**src/rtl/mu0_run_sequencer_if.sv**
```systemverilog
// Host loader stream, MU0 core bus and program-memory port seen by the run sequencer.
// The sequencer takes the slave side; the surrounding system (or bench) takes the master side.
interface mu0_run_sequencer_if #(
    parameter int ADDR_W = 12,
    parameter int DATA_W = 16
);
    logic              ld_valid;
    logic              ld_ready;
    logic [DATA_W-1:0] ld_data;
    logic              ld_last;

    logic [ADDR_W-1:0] cpu_Addr;
    logic              cpu_Rd;
    logic              cpu_Wr;
    logic [DATA_W-1:0] cpu_DOut;
    logic              cpu_Halted;
    logic              cpu_reset;

    logic [ADDR_W-1:0] mem_Addr;
    logic              mem_Rd;
    logic              mem_Wr;
    logic [DATA_W-1:0] mem_WData;

    modport slave (
        input  ld_valid, ld_data, ld_last,
        input  cpu_Addr, cpu_Rd, cpu_Wr, cpu_DOut, cpu_Halted,
        output ld_ready, cpu_reset,
        output mem_Addr, mem_Rd, mem_Wr, mem_WData
    );

    modport master (
        output ld_valid, ld_data, ld_last,
        output cpu_Addr, cpu_Rd, cpu_Wr, cpu_DOut, cpu_Halted,
        input  ld_ready, cpu_reset,
        input  mem_Addr, mem_Rd, mem_Wr, mem_WData
    );
endinterface

```
**src/rtl/mu0_run_sequencer.sv**
```systemverilog
// Runs one MU0 program: streams the image into program memory, releases the core,
// counts RUN cycles until Halted or the timeout, and owns the single memory port throughout.
module mu0_run_sequencer #(
    parameter int     ADDR_W  = 12,
    parameter int     DATA_W  = 16,
    parameter int     CNT_W   = 32,
    parameter longint TIMEOUT = 65535
) (
    input  logic                 Clk,
    input  logic                 reset,
    input  logic                 start,
    input  logic                 abort,
    mu0_run_sequencer_if.slave   bus,
    output logic                 busy,
    output logic                 done,
    output logic                 timed_out,
    output logic [CNT_W-1:0]     cycles,
    output logic [ADDR_W:0]      words_loaded
);

    typedef enum logic [2:0] {
        S_IDLE,
        S_LOAD,
        S_RELEASE,
        S_RUN,
        S_DONE,
        S_TMO
    } state_t;

    localparam logic [CNT_W-1:0]  TIMEOUT_C = CNT_W'(TIMEOUT);
    localparam logic [CNT_W-1:0]  CNT_ONE   = CNT_W'(1);
    localparam logic [ADDR_W-1:0] PTR_ONE   = ADDR_W'(1);
    localparam logic [ADDR_W:0]   WORD_ONE  = (ADDR_W + 1)'(1);

    state_t             state_reg;
    state_t             state_next;
    logic [ADDR_W-1:0]  load_ptr_reg;
    logic [ADDR_W:0]    words_loaded_reg;
    logic [CNT_W-1:0]   cycles_reg;
    logic [CNT_W-1:0]   cycles_inc;
    logic               cpu_reset_reg;
    logic               transfer;
    logic               entering_load;

    assign transfer      = (state_reg == S_LOAD) && bus.ld_valid;
    assign cycles_inc    = cycles_reg + CNT_ONE;
    assign entering_load = (state_next == S_LOAD) && (state_reg != S_LOAD);

    // State register
    always_ff @(posedge Clk or posedge reset) begin
        if (reset) begin
            state_reg <= S_IDLE;
        end else begin
            state_reg <= state_next;
        end
    end

    // Next-state logic; abort overrides every other transition
    always_comb begin
        state_next = state_reg;
        if (abort) begin
            state_next = S_IDLE;
        end else begin
            case (state_reg)
                S_IDLE: begin
                    if (start) state_next = S_LOAD;
                end
                S_LOAD: begin
                    // A full memory ends the image even without ld_last
                    if (transfer && (bus.ld_last || (load_ptr_reg == '1)))
                        state_next = S_RELEASE;
                end
                S_RELEASE: state_next = S_RUN;
                S_RUN: begin
                    if (bus.cpu_Halted)
                        state_next = S_DONE;
                    else if (cycles_inc == TIMEOUT_C)
                        state_next = S_TMO;
                end
                S_DONE, S_TMO: begin
                    if (start) state_next = S_LOAD;
                end
                default: state_next = S_IDLE;
            endcase
        end
    end

    // Load pointer, counters and the registered core reset
    always_ff @(posedge Clk or posedge reset) begin
        if (reset) begin
            load_ptr_reg     <= '0;
            words_loaded_reg <= '0;
            cycles_reg       <= '0;
            cpu_reset_reg    <= 1'b1;
        end else begin
            if (entering_load) begin
                load_ptr_reg     <= '0;
                words_loaded_reg <= '0;
            end else if (transfer) begin
                load_ptr_reg     <= load_ptr_reg + PTR_ONE;
                words_loaded_reg <= words_loaded_reg + WORD_ONE;
            end

            if (state_reg == S_RELEASE)
                cycles_reg <= '0;
            else if (state_reg == S_RUN)
                cycles_reg <= cycles_inc;

            // Core runs only in RUN and stays live in DONE so its state can be inspected
            cpu_reset_reg <= !((state_next == S_RUN) || (state_next == S_DONE));
        end
    end

    // Output decode and memory-port steering
    always_comb begin
        bus.ld_ready  = 1'b0;
        bus.mem_Addr  = '0;
        bus.mem_Rd    = 1'b0;
        bus.mem_Wr    = 1'b0;
        bus.mem_WData = '0;
        busy          = 1'b0;
        done          = 1'b0;
        timed_out     = 1'b0;
        case (state_reg)
            S_LOAD: begin
                bus.ld_ready = 1'b1;
                busy         = 1'b1;
                if (transfer) begin
                    bus.mem_Wr    = 1'b1;
                    bus.mem_Addr  = load_ptr_reg;
                    bus.mem_WData = bus.ld_data;
                end
            end
            S_RELEASE: busy = 1'b1;
            S_RUN, S_DONE: begin
                busy          = (state_reg == S_RUN);
                done          = (state_reg == S_DONE);
                bus.mem_Addr  = bus.cpu_Addr;
                bus.mem_Rd    = bus.cpu_Rd;
                bus.mem_Wr    = bus.cpu_Wr;
                bus.mem_WData = bus.cpu_DOut;
            end
            S_TMO:   timed_out = 1'b1;
            default: ;
        endcase
    end

    assign bus.cpu_reset = cpu_reset_reg;
    assign cycles        = cycles_reg;
    assign words_loaded  = words_loaded_reg;

endmodule

```
**src/flat_wrapper.sv**
```systemverilog
// flat-port wrapper written by rule: the top's interface ports become plain ports
module mu0_run_sequencer_flat 
#(
    parameter int     ADDR_W  = 12,
    parameter int     DATA_W  = 16,
    parameter int     CNT_W   = 32,
    parameter longint TIMEOUT = 65535
)
  (Clk, reset, start, abort, busy, done, timed_out, cycles, words_loaded, bus_ld_valid, bus_ld_data, bus_ld_last, bus_cpu_Addr, bus_cpu_Rd, bus_cpu_Wr, bus_cpu_DOut, bus_cpu_Halted, bus_ld_ready, bus_cpu_reset, bus_mem_Addr, bus_mem_Rd, bus_mem_Wr, bus_mem_WData);
  mu0_run_sequencer_if #(.ADDR_W(ADDR_W), .DATA_W(DATA_W)) bus_i ();
  input  logic Clk;
  input  logic reset;
  input  logic start;
  input  logic abort;
  output logic busy;
  output logic done;
  output logic timed_out;
  output logic [CNT_W-1:0] cycles;
  output logic [ADDR_W:0] words_loaded;
  input wire logic [$bits(bus_i.ld_valid)-1:0] bus_ld_valid;
  input wire logic [$bits(bus_i.ld_data)-1:0] bus_ld_data;
  input wire logic [$bits(bus_i.ld_last)-1:0] bus_ld_last;
  input wire logic [$bits(bus_i.cpu_Addr)-1:0] bus_cpu_Addr;
  input wire logic [$bits(bus_i.cpu_Rd)-1:0] bus_cpu_Rd;
  input wire logic [$bits(bus_i.cpu_Wr)-1:0] bus_cpu_Wr;
  input wire logic [$bits(bus_i.cpu_DOut)-1:0] bus_cpu_DOut;
  input wire logic [$bits(bus_i.cpu_Halted)-1:0] bus_cpu_Halted;
  output wire logic [$bits(bus_i.ld_ready)-1:0] bus_ld_ready;
  output wire logic [$bits(bus_i.cpu_reset)-1:0] bus_cpu_reset;
  output wire logic [$bits(bus_i.mem_Addr)-1:0] bus_mem_Addr;
  output wire logic [$bits(bus_i.mem_Rd)-1:0] bus_mem_Rd;
  output wire logic [$bits(bus_i.mem_Wr)-1:0] bus_mem_Wr;
  output wire logic [$bits(bus_i.mem_WData)-1:0] bus_mem_WData;
  assign bus_i.ld_valid = bus_ld_valid;
  assign bus_i.ld_data = bus_ld_data;
  assign bus_i.ld_last = bus_ld_last;
  assign bus_i.cpu_Addr = bus_cpu_Addr;
  assign bus_i.cpu_Rd = bus_cpu_Rd;
  assign bus_i.cpu_Wr = bus_cpu_Wr;
  assign bus_i.cpu_DOut = bus_cpu_DOut;
  assign bus_i.cpu_Halted = bus_cpu_Halted;
  assign bus_ld_ready = bus_i.ld_ready;
  assign bus_cpu_reset = bus_i.cpu_reset;
  assign bus_mem_Addr = bus_i.mem_Addr;
  assign bus_mem_Rd = bus_i.mem_Rd;
  assign bus_mem_Wr = bus_i.mem_Wr;
  assign bus_mem_WData = bus_i.mem_WData;
  mu0_run_sequencer #(.ADDR_W(ADDR_W), .DATA_W(DATA_W), .CNT_W(CNT_W), .TIMEOUT(TIMEOUT)) u_core (.Clk(Clk), .reset(reset), .start(start), .abort(abort), .bus(bus_i), .busy(busy), .done(done), .timed_out(timed_out), .cycles(cycles), .words_loaded(words_loaded));
endmodule
```
**config.mk**
```make
export PLATFORM = sky130hd
export DESIGN_NAME = mu0_run_sequencer_flat
export DESIGN_NICKNAME = d
export VERILOG_FILES = /design/src/rtl/mu0_run_sequencer_if.sv /design/src/rtl/mu0_run_sequencer.sv /design/src/flat_wrapper.sv
export SDC_FILE = /design/constraint.sdc
export NUM_CORES = 1
export LEC_CHECK = 0
export BUFFER_PORTS_ARGS = -buffer_cell sky130_fd_sc_hd__buf_2
export CAP_MARGIN = 20
export CELL_PAD_IN_SITES_DETAIL_PLACEMENT = 0
export CELL_PAD_IN_SITES_GLOBAL_PLACEMENT = 1
export CORE_ASPECT_RATIO = 0.9
export CORE_UTILIZATION = 30
export CTS_BUF_LIST = sky130_fd_sc_hd__clkbuf_2
export CTS_CLUSTER_SIZE = 10
export DETAILED_ROUTE_END_ITERATION = 8
export PLACE_DENSITY = 0.66
export SETUP_SLACK_MARGIN = 0.3
export SLEW_MARGIN = 20
export SYNTH_ARGS = -nofsm -noshare
export SYNTH_HDL_FRONTEND = slang
export SYNTH_SLANG_ARGS = --single-unit
```
**constraint.sdc**
```tcl
create_clock -name Clk -period 4.21 [get_ports Clk]
set_input_delay 0.6315 -clock Clk [delete_from_list [all_inputs] [get_ports Clk]]
set_output_delay 0.6315 -clock Clk [all_outputs]
set_load 0.02 [all_outputs]
```
Yosys cells after proc, flatten, opt, wreduce, memory -nomap -nowiden --
Index checks and enable logic that the tools add are counted.
Word-level totals: register bits 61, latch bits 0, memory bits (writable) 0, bits in read-only memories 0, input port bits 53, word-level logic and storage cells 54, memories 0
Cells by class: $add $sub $neg 3, multipliers 0, divide/modulo/power cells 0, magnitude comparators 0, equal/unequal tests 11, shift-type cells 0, multiplexer cells 23, bitwise operators 0, reduce and logical (&&, ||, !) cells 12
Operator list (count):
- 32-bit 2-to-1 mux | 2
- 12-bit 2-to-1 mux | 3
- 32-bit by 1-bit adder with 32-bit output, second input constant | 1
- 32-bit by 16-bit equality test with 1-bit output, second input constant | 1
- 16-bit one-hot mux with 2 select lines | 1
- 13-bit 2-to-1 mux | 2
- 12-bit one-hot mux with 2 select lines | 1
- 16-bit 2-to-1 mux | 1
- 3-bit 2-to-1 mux | 5
- 13-bit by 1-bit adder with 13-bit output, second input constant | 1
- 12-bit by 1-bit adder with 12-bit output, second input constant | 1
- 12-bit equality test, second input constant | 1
- 3-bit one-hot mux with 4 select lines | 1
- 3-bit by 2-bit equality test with 1-bit output, second input constant | 3
- 3-bit equality test, second input constant | 3
- 3-bit by 1-bit equality test with 1-bit output, second input constant | 2
- 1-bit 2-to-1 mux | 5
- 1-bit one-hot mux with 2 select lines | 2
- 2-bit nonzero test | 2
- 2-bit OR reduction | 2
- 1-bit logical AND | 3
- 3-bit logical NOT | 1
- 3-bit by 1-bit != test with 1-bit output, second input constant | 1
- 3-bit OR reduction | 1
- 2 further kinds | 3

Longest topological paths before layout --
Gate-level depths: netlist of run 1.
depth after elaboration 9, gate-level depth with buffers 11, depth with buffers taken out 9

Worst setup path after synthesis of run 1 --
OpenSTA, ideal clock, no wires.
path kind register to register, from reg u_core.cycles_reg[1], in the netlist u_core.cycles[1], to reg u_core.state_reg[2], setup time 0.092 ns, arrival time 2.990 ns, required time 4.118 ns, slack 1.129 ns, stages on the path, launching flop included 12, buffers on the path 2, cell sequence dfrtp_1 ha_1 buf_4 nand3_4 or4_4 buf_6 or4_1 xor2_1 nand2_1 nor4_4 a21oi_2 o31ai_2
Between the ends: word-level cells in the longest chain between the ends 6
Ends and longest elaborated chain:
- start: declaration | line mu0_run_sequencer.sv:39 | logic [CNT_W-1:0] cycles_reg;
- start signal: assignment | line mu0_run_sequencer.sv:107 | cycles_reg <= cycles_inc;
- 32-bit by 1-bit adder with 32-bit output | line mu0_run_sequencer.sv:46 | assign cycles_inc = cycles_reg + CNT_ONE;
- 32-bit by 16-bit equality test with 1-bit output | line mu0_run_sequencer.sv:77 | else if (cycles_inc == TIMEOUT_C)
- 3-bit 2-to-1 mux | line mu0_run_sequencer.sv:77
- 3-bit 2-to-1 mux | line mu0_run_sequencer.sv:75 | if (bus.cpu_Halted)
- 3-bit one-hot mux with 4 select lines | line mu0_run_sequencer.sv:64 | case (state_reg)
- 3-bit 2-to-1 mux | line mu0_run_sequencer.sv:61 | if (abort) begin
- via u_core.state_next[2] | line mu0_run_sequencer.sv:36 | state_t state_next;
- end signal: assignment | line mu0_run_sequencer.sv:54 | state_reg <= state_next;
- end: declaration | line mu0_run_sequencer.sv:35 | state_t state_reg;
The timed path passes the listed nets, and every way through them passes these cells. A chain may end at the register's enable or synchronous reset.

Worst setup path in the final report of run 1 --
from reg u_core.cycles_reg[0], in the netlist u_core.cycles[0], to reg u_core.cpu_reset_reg, in the netlist u_core.bus.cpu_reset
Between the ends: word-level cells in the longest chain between the ends 9, elaborated cells between the ends (all ways) 10, those cells by class add/sub: 1; eq/ne: 3; mux: 4; reduce/logical: 2
Ends and longest elaborated chain:
- 32-bit by 1-bit adder with 32-bit output (*) | line mu0_run_sequencer.sv:46
- 32-bit by 16-bit equality test with 1-bit output (*) | line mu0_run_sequencer.sv:77
- 3-bit 2-to-1 mux (*) | line mu0_run_sequencer.sv:77
- 3-bit 2-to-1 mux (*) | line mu0_run_sequencer.sv:75
- 3-bit one-hot mux with 4 select lines (*) | line mu0_run_sequencer.sv:64
- 3-bit 2-to-1 mux (*) | line mu0_run_sequencer.sv:61
- 3-bit by 2-bit equality test with 1-bit output / 3-bit equality test (equally long branches) | line mu0_run_sequencer.sv:110 | cpu_reset_reg <= !((state_next == S_RUN) || (state_next == S_DONE));
- 1-bit logical OR (*) | line mu0_run_sequencer.sv:110
- 1-bit logical NOT (*) | line mu0_run_sequencer.sv:110
- end signal: assignment | line mu0_run_sequencer.sv:110
- end: declaration | line mu0_run_sequencer.sv:41 | logic cpu_reset_reg;
Every way passes the cells marked *; elsewhere a longest branch is shown, timed or not.

==> results.txt, run 1 <==
highest clock rate: 293 MHz
Post-DRT Antenna Nets: 0
fraction of layout cells with a size suffix above 1: 28.5%
Final setup viols: 0
P_leak: 0.00238 uW
hold buffer count at CTS: 0
# DRC: 0
Distinct cells, synth: 60
Cell Area, Synth: 4150 sq um
Iteration-0 DRC Markers: 288
Fin. Hold Viols: 0
Synth Flop Type: dfrtp_1
final cell count without fillers: 776
CP max-delay cell: or4_4
Setup CP Type: reg -> reg
total die area: 14300 sq um
post-synthesis compound-gate area fraction: 19.4%
Port Buf Inserts: 132
GPL Wtd Cong: 0.821
commonest non-fill, non-tap cell in the layout: buf_2
vias in the first global route: 3755
Req. time, crit path: 4.69 ns
Design Area, Final: 5030 sq um
DPL Wire Length: 9210 microns
global-route wire length before repair: 20800 microns
WL per Instance: 16.7 microns
unrepaired setup endpoints after global routing: false
CTS Buf Count: 9
Via-to-Cell Ratio: 5.33
largest family of logic cells by synthesized area: simple AND/OR/NAND/NOR gates
warnings from Yosys: 0
Starting Density: 30.9%
Die Wd: 126 microns
die height: 114 microns
Max-Cap Viols: 0
largest net degree at the start of global routing: 37
VDD IR-drop max: 0.128 mV
DP Cell Count: 760
crit-path max cell delay: 0.65 ns
root buf cell: clkbuf_2
row count: 40
Max Slew Vio Count: 0
clock slew at reported path FFs: 0.21 ns
Buffers & Inverters on Critical Path: 0
Synth async-reset ratio: 100%
sequential element share of the synthesized area: 36.8%
nets@finish: 660
Longest Clk Path Bufs: 2
Max FO, Critical Path: 11
Resized cells post-CTS: 0
grt ovf: 0
Final TNS setup: 0 ns
most frequent cells in the layout: buf_2, nand2_1, dfrtp_1, nor2_1, a22o_1
Skew-Pair Late Insertion Delay: 0.55 ns
via count: 4137
Cells after Synth: 498
WP data arrival: 3.89 ns
post-synthesis mux area share: 0.754%
startpoint types: register
antenna violations before repair: 0
simple-gate share of the synthesized area: 29.2%
Avg Inst Size Synth: 8.33 sq um
Tcrit/Tclk final: 81.1%
endpoint class of the critical path: register
# fillers: 1424
crit path time final: 3.42 ns
XOR/XNOR Fraction of Synth Area: 7.18%
Post-CTS Setup Repair Bufs: 0
number of flip-flops in the largest register: 32
antenna fix cells: 0
PwrDens: 262 nW/um^2
critical path cell sequence: ha_1, nand3_4, or4_4, or4_1, xor2_1, nand2_1, nor4_4, a21oi_1, o21bai_1
Routed WL: 13000 microns
#FFs+latches synth: 61
TritonCTS sink count: 61
relative slew slack: 40.2%
dpl cell area: 4890 sq um
min-delay worst type: in -> async
Synth Area in Adders: 1.21%
H-tree depth: 3
number of synthesized flops with an enable pin: 0
Total GRT Usage: 18.4%
synth-to-layout area growth: 21.3%
CTS tree: built
drt first pass iters: 5
core footprint: 13400 sq um
I/O Pins: 133
Syn Nets: 555
cell family with most CP delay: simple AND/OR/NAND/NOR gates
clk_skew: 0.0253 ns
status: complete, no violations
measured slew at the worst slew-check pin: 0.897 ns
metrics by stage:
step / utilization (%) / hold WS (ns) / setup WS (ns) / total power [uW]
2_1_floorplan: - / 0.526 / 1.13 / 797
3_3_place_gp: 36.5 / 0.484 / 1.04 / 888
3_5_place_dp: 36.5 / 0.487 / 0.906 / 893
4_1_cts: 37.5 / 0.157 / 0.830 / 1340
5_1_grt: 37.5 / 0.190 / 0.627 / 1390
6_report: 37.5 / 0.180 / 0.795 / 1320
final cells by class:
cell class,instances,area [sq um],area share [%]
Inverter,6,22.5,0.447
Clock inverter,7,90.1,1.79
Timing Repair Buffer,139,713,14.2
Multi-Input combinational cell,386,2430,48.2
Clock buffer,9,45.0,0.895
Tap cell,168,210,4.17
Sequential cell,61,1530,30.3
kinds of logic (layout without fill, tap and decap cells):
family                     after synthesis  count (layout)
and+or+nand+nor                        229             229
AOI/OAI and AO/OA                      116             116
DFF                                     61              61
buffers and inverters                   51             161
xor gates and xnor gates                34              34
adders and majority gates                4               4
muxes                                    3               3
worst register-to-register path: cells and delay by family, from the launching register on:
kind	cells	cell delay (ns)
xor+xnor	1	0.16
flops	1	0.57
simple gates	5	1.87
fa+ha+maj	1	0.41
compound gates	2	0.34
power breakdown:
group          switching, uW  internal [uW]
Clock                    246            193
Sequential              40.5            609
Combinational            149           83.8
Total                    436            886
routing by layer:
layer  track usage [%]  routed length (microns)  vias to the layer above
li1                  -                        -                     2022
met1              27.1                     6500                     2001
met2              26.8                     5730                      103
met3              3.80                      596                       11
met4              5.78                      142                        0
met5                 0                        0                        -
path summary, 6_finish.rpt:
check | slack (ns) | end | cells after the start | start
setup / recovery | 0.79 | u_core.bus.cpu_reset | 9 | u_core.cycles[0]
hold / removal | 0.18 | u_core.cycles[23] | 2 | reset
setup reg to reg | 0.79 | u_core.bus.cpu_reset | 9 | u_core.cycles[0]
hold reg to reg | 0.52 | u_core.words_loaded[11] | 1 | u_core.words_loaded[11]
max in group asynchronous | 3.11 | u_core.bus.cpu_reset | 3 | reset
min in group Clk | 0.34 | u_core.state_reg[0] | 2 | abort
Yosys cell counts (3+ instances only):
| cell | n | area, sq um |
|---|---|---|
| xnor2_1 | 10 | 87.6 |
| nand3_1 | 21 | 105 |
| o21ai_0 | 25 | 125 |
| buf_2 | 11 | 55.1 |
| xor2_1 | 24 | 210 |
| a31oi_1 | 7 | 43.8 |
| buf_4 | 4 | 30.0 |
| o41ai_1 | 4 | 35.0 |
| dfrtp_1 | 60 | 1500 |
| nor4_1 | 3 | 18.8 |
| inv_1 | 6 | 22.5 |
| a21oi_1 | 13 | 65.1 |
| o21ai_1 | 6 | 30.0 |
| and4_1 | 7 | 61.3 |
| a22o_1 | 28 | 245 |
| ha_1 | 4 | 50.1 |
| nand2b_1 | 3 | 18.8 |
| and3_1 | 11 | 68.8 |
| clkbuf_1 | 27 | 101 |
| nor3_1 | 8 | 40.0 |
| nor2_1 | 39 | 146 |
| nand2_1 | 81 | 304 |
| nand4_1 | 26 | 163 |
| o31ai_1 | 18 | 135 |
| or3_1 | 5 | 31.3 |
Power figures use the tool's default switching activity.
==> run 2: changes to the inputs <==
--- a/config.mk
+++ b/config.mk
@@ -5,6 +5,7 @@
 export SDC_FILE = /design/constraint.sdc
 export NUM_CORES = 1
 export LEC_CHECK = 0
+export ABC_AREA = 1
 export BUFFER_PORTS_ARGS = -buffer_cell sky130_fd_sc_hd__buf_2
 export CAP_MARGIN = 20
 export CELL_PAD_IN_SITES_DETAIL_PLACEMENT = 0
@@ -14,7 +15,7 @@
 export CTS_BUF_LIST = sky130_fd_sc_hd__clkbuf_2
 export CTS_CLUSTER_SIZE = 10
 export DETAILED_ROUTE_END_ITERATION = 8
-export PLACE_DENSITY = 0.66
+export PLACE_DENSITY = 0.72
 export SETUP_SLACK_MARGIN = 0.3
 export SLEW_MARGIN = 20
 export SYNTH_ARGS = -nofsm -noshare
==> constraint.sdc (replaced) <==
create_clock -name Clk -period 2.9 [get_ports Clk]
set_input_delay 0.435 -clock Clk [delete_from_list [all_inputs] [get_ports Clk]]
set_output_delay 0.435 -clock Clk [all_outputs]
set_load 0.02 [all_outputs]
==> run 2 against run 1 <==
Compared with the run above:
- total power up 67%
- combinational power up 120%
- fmax up 31%
- critical path depth up 9
- first-iteration DRC count up 17%
- register-to-register slack worse by 0.49 ns
- worst setup slack worse by 0.49 ns
- clock power up 66%
- critical endpoint is now u_core.load_ptr_reg[6]
==> results.txt, run 2 <==
status: complete, no violations
Distinct cells, synth: 36 (-40%)
Max-Cap Viols: 0 (unchanged)
Max Slew Vio Count: 0 (unchanged)
die height: 112 microns (-1.1%)
commonest non-fill, non-tap cell in the layout: nand2_1
root buf cell: clkbuf_2
Total GRT Usage: 20.5% (+2.1 points)
Avg Inst Size Synth: 6.85 sq um (-18%)
warnings from Yosys: 0 (unchanged)
crit path time final: 2.60 ns (-0.817 ns)
number of synthesized flops with an enable pin: 0 (unchanged)
Final setup viols: 0 (unchanged)
fraction of layout cells with a size suffix above 1: 35.2% (+6.7 points)
clock slew at reported path FFs: 0.20 ns (about the same)
Skew-Pair Late Insertion Delay: 0.53 ns (-0.02 ns)
critical path cell sequence: buf_6, nand2_4, nor2_4, nand2_4, nor2_4, nand2_1, nand2_1, nand2_1, nor2_2, nand2_1, nor2_2, nand3_2, nand2_2, nand2_2, nor2_4, nand3_4, inv_6, nor2_1
P_leak: 0.00277 uW (+16%)
H-tree depth: 3 (unchanged)
Critical R2R Launch: u_core.cycles[1]
switching part of the total power: 33.6% (+0.62 points)
most frequent cell after synthesis: nand2_1
hold wc startpoint: bus_ld_valid
Via-to-Cell Ratio: 4.88 (-8.4%)
FF+latch area: 1540 sq um (+0.65%)
measured slew at the worst slew-check pin: 0.676 ns (-0.220 ns)
CP max-delay cell: dfrtp_1
clk_skew: 0.0270 ns (+0.00165 ns)
antenna fix cells: 0 (unchanged)
row count: 39 (-2.5%)
total die area: 14000 sq um (-2.2%)
Iteration-0 DRC Markers: 338 (+17%)
Post-DRT Antenna Nets: 0 (unchanged)
endpoint class of the critical path: register
Cells after Synth: 592 (+19%)
Synth top cells by count: nand2_1, nor2_1, inv_1
core footprint: 12900 sq um (-3.6%)
sw power: 739 uW (+70%)
antenna violations before repair: 0 (unchanged)
synth-to-layout area growth: 38.8%
CTS tree: built
Port Buf Inserts: 132 (unchanged)
Power Internal: 1460 uW (+65%)
Final TNS setup: 0 ns (unchanged)
grt ovf: 0 (unchanged)
PwrDens: 391 nW/um^2 (+49%)
global-route wire length before repair: 22900 microns (+10%)
GPL Wtd Cong: 0.804 (-2.1%)
sequential element share of the synthesized area: 37.7% (+0.85 points)
highest clock rate: 385 MHz (+31%)
leading area contributor after synthesis: dfrtp_1
final cell count without fillers: 929 (+20%)
number of flip-flops in the largest register: 32 (unchanged)
largest net degree at the start of global routing: 52 (+41%)
cell family with most CP delay: simple AND/OR/NAND/NOR gates
worst reg-to-reg path cell count: 18 (+9)
flop2flop setup slack: 0.30 ns (-0.49 ns)
DP Cell Count: 887 (+17%)
via count: 4538 (+9.7%)
sequential share of power: 44.2% (-5.0 points)
min-delay worst type: in -> reg
Comb pwr share: 22.8% (+5.2 points)
Starting Density: 31.4% (+0.43 points)
CTS Buf Count: 9 (unchanged)
#FFs+latches synth: 61 (unchanged)
I/O Pins: 133 (unchanged)
Syn Nets: 649 (+17%)
# fillers: 1340 (-5.9%)
hold endpoint: u_core.words_loaded[0]
# DRC: 0 (unchanged)
WP data arrival: 3.03 ns (-0.86 ns)
Synth async-reset ratio: 100% (unchanged)
nets@finish: 817 (+24%)
VDD IR-drop max: 0.156 mV (+22%)
Req. time, crit path: 3.33 ns (-1.36 ns)
DPL Wire Length: 10000 microns (+8.6%)
Buffers & Inverters on Critical Path: 2 (+2)
vias in the first global route: 4411 (+17%)
hold depth: 3
Synth top area share: 37.0% (+0.84 points)
Most common cell on crit path: nand2_1
Fin. Hold Viols: 0 (unchanged)
unrepaired setup endpoints after global routing: true
Area contributors post-synth: dfrtp_1, nand2_1, nor2_1
WL per Instance: 15.2 microns (-9.4%)
relative slew slack: 54.5% (+14 points)
Setup CP Type: reg -> reg
worst reg2reg path endpoint: u_core.load_ptr_reg[6]
area of the multi-input gates: 2460 sq um (+1.6%)
drt first pass iters: 5 (unchanged)
total power: 2200 uW (+67%)
most frequent cells in the layout: nand2_1, buf_2, inv_1, nor2_1, dfrtp_1
Die Wd: 125 microns (-1.1%)
TritonCTS sink count: 61 (unchanged)
Synth Flop Type: dfrtp_1
Routed WL: 14100 microns (+8.5%)
Max FO, Critical Path: 6 (-5)
Longest Clk Path Bufs: 2 (unchanged)
Tcrit/Tclk final: 89.6% (+8.5 points)
clock group share of total power: 33.0% (-0.2 points)
startpoint types: register
Cell Area, Synth: 4060 sq um (-2.3%)
crit-path max cell delay: 0.47 ns (-0.18 ns)
run 2: cell count changes after synthesis, sizes merged, moves of 13 or more:
cell	delta
nor2	+60
nand4	-21
clkbuf	-17
buf	-13
o31ai	-19
nand2	+102
a21oi	-13
nand3	+23
inv	+65
run 2: cell type report:
cell class              instances  area share [%]
multi-input cells             447            43.8
flip-flops and latches         61            27.3
repair buffers                167            17.1
inverters                      71            4.87
well taps                     164            3.65
clock inverters                 7            2.02
clock buffers                   9           0.800
repair inverters                3           0.422
run 2: kinds of logic (layout without fill, tap and decap cells):
kind of cell    Yosys count  in the layout  share of synthesized area (%)
simple gates            346            347                           36.3
buf+inv                  86            257                           8.24
compound gates           73             74                           11.8
flops                    61             61                           37.7
xor+xnor                 22             22                           4.75
fa+ha+maj                 4              4                           1.23
run 2: per-layer routing:
| layer | part of all wire (%) | routed length [microns] | track usage (%) | vias to the layer above |
|---|---|---|---|---|
| met4 | 1.2 | 174 | 6.35 | 0 |
| met3 | 4.8 | 672 | 3.19 | 14 |
| met2 | 46 | 6530 | 31.4 | 129 |
| li1 | - | - | - | 2238 |
| met1 | 48 | 6710 | 29.7 | 2157 |
| met5 | 0 | 0 | 0 | - |
run 2: worst max path at each step:
stage	to	slack, ns	startpoint	cells after the start
2_1_floorplan	u_core.load_ptr_reg[9]	0.39	u_core.cycles[1]	19
3_3_place_gp	u_core.words_loaded[6]	0.22	u_core.cycles[1]	18
3_5_place_dp	u_core.load_ptr_reg[6]	0.11	u_core.cycles[1]	18
4_1_cts	u_core.words_loaded[6]	0.30	u_core.cycles[0]	18
5_1_grt	u_core.load_ptr_reg[6]	0.11	u_core.cycles[1]	18
6_report	u_core.load_ptr_reg[6]	0.30	u_core.cycles[1]	18
run 2: tightest hold or removal path: cells and delay by family:
family	cells	cell delay (ns)
AND/OR/NAND/NOR	2	0.17
buffers and inverters	1	0.14
run 2: through the flow:
step	hold WS, ns	setup WS [ns]	area, sq um	util (%)
global route	0.176	0.114	5630	43.5
floorplan	0.518	0.385	4060	-
finish	0.229	0.301	5630	43.5
global placement	0.397	0.217	4980	38.5
CTS	0.145	0.296	5300	41.0
detailed placement	0.397	0.112	4980	38.5
run 2: power by group through the flow:
stage	Combinational, uW	Sequential [uW]	Clock (uW)
4_1_cts	465	961	743
3_3_place_gp	394	978	0
2_1_floorplan	221	990	0
6_report	502	972	727
5_1_grt	550	978	774
3_5_place_dp	401	981	0
run 2: timing repair:
item,CTS,global route
setup endpoints to repair,54,56
hold buffers,1,0
setup buffers,9,11
pin swaps,5,21
gates resized for setup,12,77
gates cloned,4,1
hold endpoints to repair,10,0
==> run 3: changes to the inputs <==
--- a/config.mk
+++ b/config.mk
@@ -6,7 +6,7 @@
 export NUM_CORES = 1
 export LEC_CHECK = 0
 export ABC_AREA = 1
-export BUFFER_PORTS_ARGS = -buffer_cell sky130_fd_sc_hd__buf_2
+export BUFFER_PORTS_ARGS = -buffer_cell sky130_fd_sc_hd__buf_4
 export CAP_MARGIN = 20
 export CELL_PAD_IN_SITES_DETAIL_PLACEMENT = 0
 export CELL_PAD_IN_SITES_GLOBAL_PLACEMENT = 1
==> run 3 against run 2 <==
Compared with the run above:
- sequential share of layout area is 2.1 points lower
- combinational power grew 17%
- non-clock buffer count grew 13
- core utilization rose by 3.6 points
- largest cell class unchanged
- die area unchanged
- sequential power shrank 0.4%
- total power is 4.0% lower
- worst setup slack better by 0.028 ns
- via count up 1.1%
- clock power decreased by 24%
- global-route usage fell by 0.11 points
==> results.txt, run 3 (synthesis gave the netlist of run 2 again) <==
status: complete, no violations
row count: 39 (unchanged)
Max Slew Vio Count: 0 (unchanged)
Final setup viols: 0 (unchanged)
Routed WL: 14500 microns (+3.2%)
highest clock rate: 389 MHz (+1.1%)
worst reg-to-reg path cell count: 20 (+2)
crit-path max cell delay: 0.46 ns (about the same)
Iteration-0 DRC Markers: 246 (-27%)
clock slew at reported path FFs: 0.20 ns (about the same)
Req. time, crit path: 3.34 ns (about the same)
drt first pass iters: 5 (unchanged)
Fin. Hold Viols: 0 (unchanged)
hold depth: 3 (unchanged)
Skew-Pair Late Insertion Delay: 0.54 ns (about the same)
critical path cell sequence: buf_6, nand2_4, nor2_4, nand2_4, buf_4, nand2_1, nand2_1, nor2_1, nand2_1, nor2_2, nand2_1, nor2_2, nand3_2, nand2_2, nand2_2, nor2_4, buf_6, nand3_4, inv_8, nor2_2
measured slew at the worst slew-check pin: 0.589 ns (-0.0872 ns)
startpoint types: register
DPL Wire Length: 10200 microns (+2.0%)
Buffers & Inverters on Critical Path: 4 (+2)
CP Launch Point: u_core.cycles[1]
Via-to-Cell Ratio: 4.87 (-0.29%)
commonest non-fill, non-tap cell in the layout: nand2_1
die height: 112 microns (unchanged)
GPL Wtd Cong: 0.804 (about the same)
antenna violations before repair: 0 (unchanged)
min-delay worst type: in -> reg
via count: 4588 (+1.1%)
WP data arrival: 3.01 ns (-0.02 ns)
relative slew slack: 60.4% (+5.9 points)
Starting Density: 31.4% (unchanged)
root buf cell: clkbuf_2
number of flip-flops in the largest register: 32 (unchanged)
VDD IR-drop max: 0.193 mV (+23%)
Power Internal: 1360 uW (-6.8%)
synth-to-layout area growth: 50.2%
Most common cell on crit path: nand2_1
H-tree depth: 3 (unchanged)
P_leak: 0.00288 uW (+4.1%)
cell family with most CP delay: simple AND/OR/NAND/NOR gates
global-route wire length before repair: 22700 microns (-1.1%)
I/O Pins: 133 (unchanged)
# fillers: 1305 (-2.6%)
Longest Clk Path Bufs: 2 (unchanged)
switching part of the total power: 35.5% (+1.9 points)
vias in the first global route: 4374 (-0.84%)
clock group share of total power: 26.3% (-6.7 points)
Max FO, Critical Path: 5 (-1)
sequential share of power: 45.8% (+1.6 points)
total power: 2110 uW (-4.0%)
unrepaired setup endpoints after global routing: true
crit path time final: 2.57 ns (-0.0280 ns)
grt ovf: 0 (unchanged)
total die area: 14000 sq um (unchanged)
sw power: 750 uW (+1.5%)
Critical R2R Launch: u_core.cycles[1]
CP max-delay cell: dfrtp_1
Die Wd: 125 microns (unchanged)
antenna fix cells: 0 (unchanged)
Setup CP Type: reg -> reg
CTS tree: built
Tcrit/Tclk final: 88.6% (-0.97 points)
Comb pwr share: 27.8% (+5.0 points)
WL per Instance: 15.4 microns (+1.8%)
Total GRT Usage: 20.4% (-0.11 points)
endpoint class of the critical path: register
most frequent cells in the layout: nand2_1, buf_4, inv_1, nor2_1, dfrtp_1
clk_skew: 0.0281 ns (+0.00114 ns)
nets@finish: 830 (+1.6%)
largest net degree at the start of global routing: 37 (-29%)
core footprint: 12900 sq um (unchanged)
PwrDens: 347 nW/um^2 (-11%)
TritonCTS sink count: 61 (unchanged)
# DRC: 0 (unchanged)
CTS Buf Count: 9 (unchanged)
Port Buf Inserts: 132 (unchanged)
hold wc startpoint: bus_ld_valid
Max-Cap Viols: 0 (unchanged)
Final TNS setup: 0 ns (unchanged)
fraction of layout cells with a size suffix above 1: 35.6% (+0.44 points)
Critical Path Stages: 20 (+2)
Post-DRT Antenna Nets: 0 (unchanged)
-- run 3: changes by cell type in the layout (fill, tap and decap cells not counted), moves of 3 or more --
cell,delta
buf_2,-131
buf_4,+122
buf_6,+20
nand3_2,-3
nor2_1,+4
-- run 3: metal layers --
layer / track usage (%) / vias to the layer above / share of wire (%)
li1: - / 2273 / -
met3: 5.20 / 10 / 5.7
met2: 33.1 / 144 / 47
met4: 3.29 / 0 / 0.59
met1: 27.8 / 2161 / 47
met5: 0 / - / 0
-- run 3: area by class of cell --
cell class	instances	area (sq um)	share of cell area, %
Clock buffer	9	45.0	0.739
Clock inverter	7	66.3	1.09
Inverter	71	278	4.56
Multi-Input combinational cell	447	2450	40.2
Sequential cell	61	1540	25.2
Tap cell	164	205	3.37
Timing Repair Buffer	180	1490	24.5
Timing Repair inverter	3	23.8	0.390
-- run 3: what timing repair did --
item / 4_1_cts / 5_1_grt
gates cloned: 2 / 4
setup endpoints to repair: 54 / 55
endpoints found under the hold margin: 25 / 0
gates resized for setup: 17 / 86
hold buffers: 1 / 0
setup buffers: 11 / 20
pin swaps: 2 / 26
-- run 3: path summary, 6_finish.rpt --
path / slack, ns / end
setup / recovery: 0.33 / u_core.words_loaded[7]
hold / removal: 0.18 / u_core.words_loaded[0]
setup reg to reg: 0.33 / u_core.words_loaded[7]
hold reg to reg: 0.59 / u_core.words_loaded[12]
max in group asynchronous: 1.69 / u_core.bus.cpu_reset
min in group asynchronous: 0.50 / u_core.load_ptr_reg[4]
-- run 3: through the flow --
stage	worst slack, ns	utilization [%]	instances	area, sq um	hold slack, ns
2_1_floorplan	0.385	-	592	4060	0.518
3_3_place_gp	0.198	41.1	888	5320	0.551
3_5_place_dp	0.0937	41.1	888	5320	0.556
4_1_cts	0.284	43.4	918	5610	0.122
5_1_grt	0.119	47.1	942	6090	0.144
6_report	0.329	47.1	942	6090	0.180
-- run 3: power groups by stage --
stage / Combinational, uW / Sequential (uW) / Clock, uW
final: 588 / 968 / 556
after global routing: 636 / 976 / 600
after CTS: 514 / 960 / 570
after detailed placement: 455 / 980 / 0
after global placement: 450 / 981 / 0
after floorplan: 221 / 990 / 0
-- run 3: worst register-to-register path, cell delays in order (launching register included) --
cell,delay (ns)
dfrtp_1,0.46
buf_6,0.14
nand2_4,0.05
nor2_4,0.20
nand2_4,0.12
buf_4,0.16
nand2_1,0.05
nand2_1,0.07
nor2_1,0.11
nand2_1,0.07
nor2_2,0.10
nand2_1,0.07
nor2_2,0.12
nand3_2,0.11
nand2_2,0.08
nand2_2,0.06
nor2_4,0.15
buf_6,0.12
nand3_4,0.13
inv_8,0.11
nor2_2,0.04
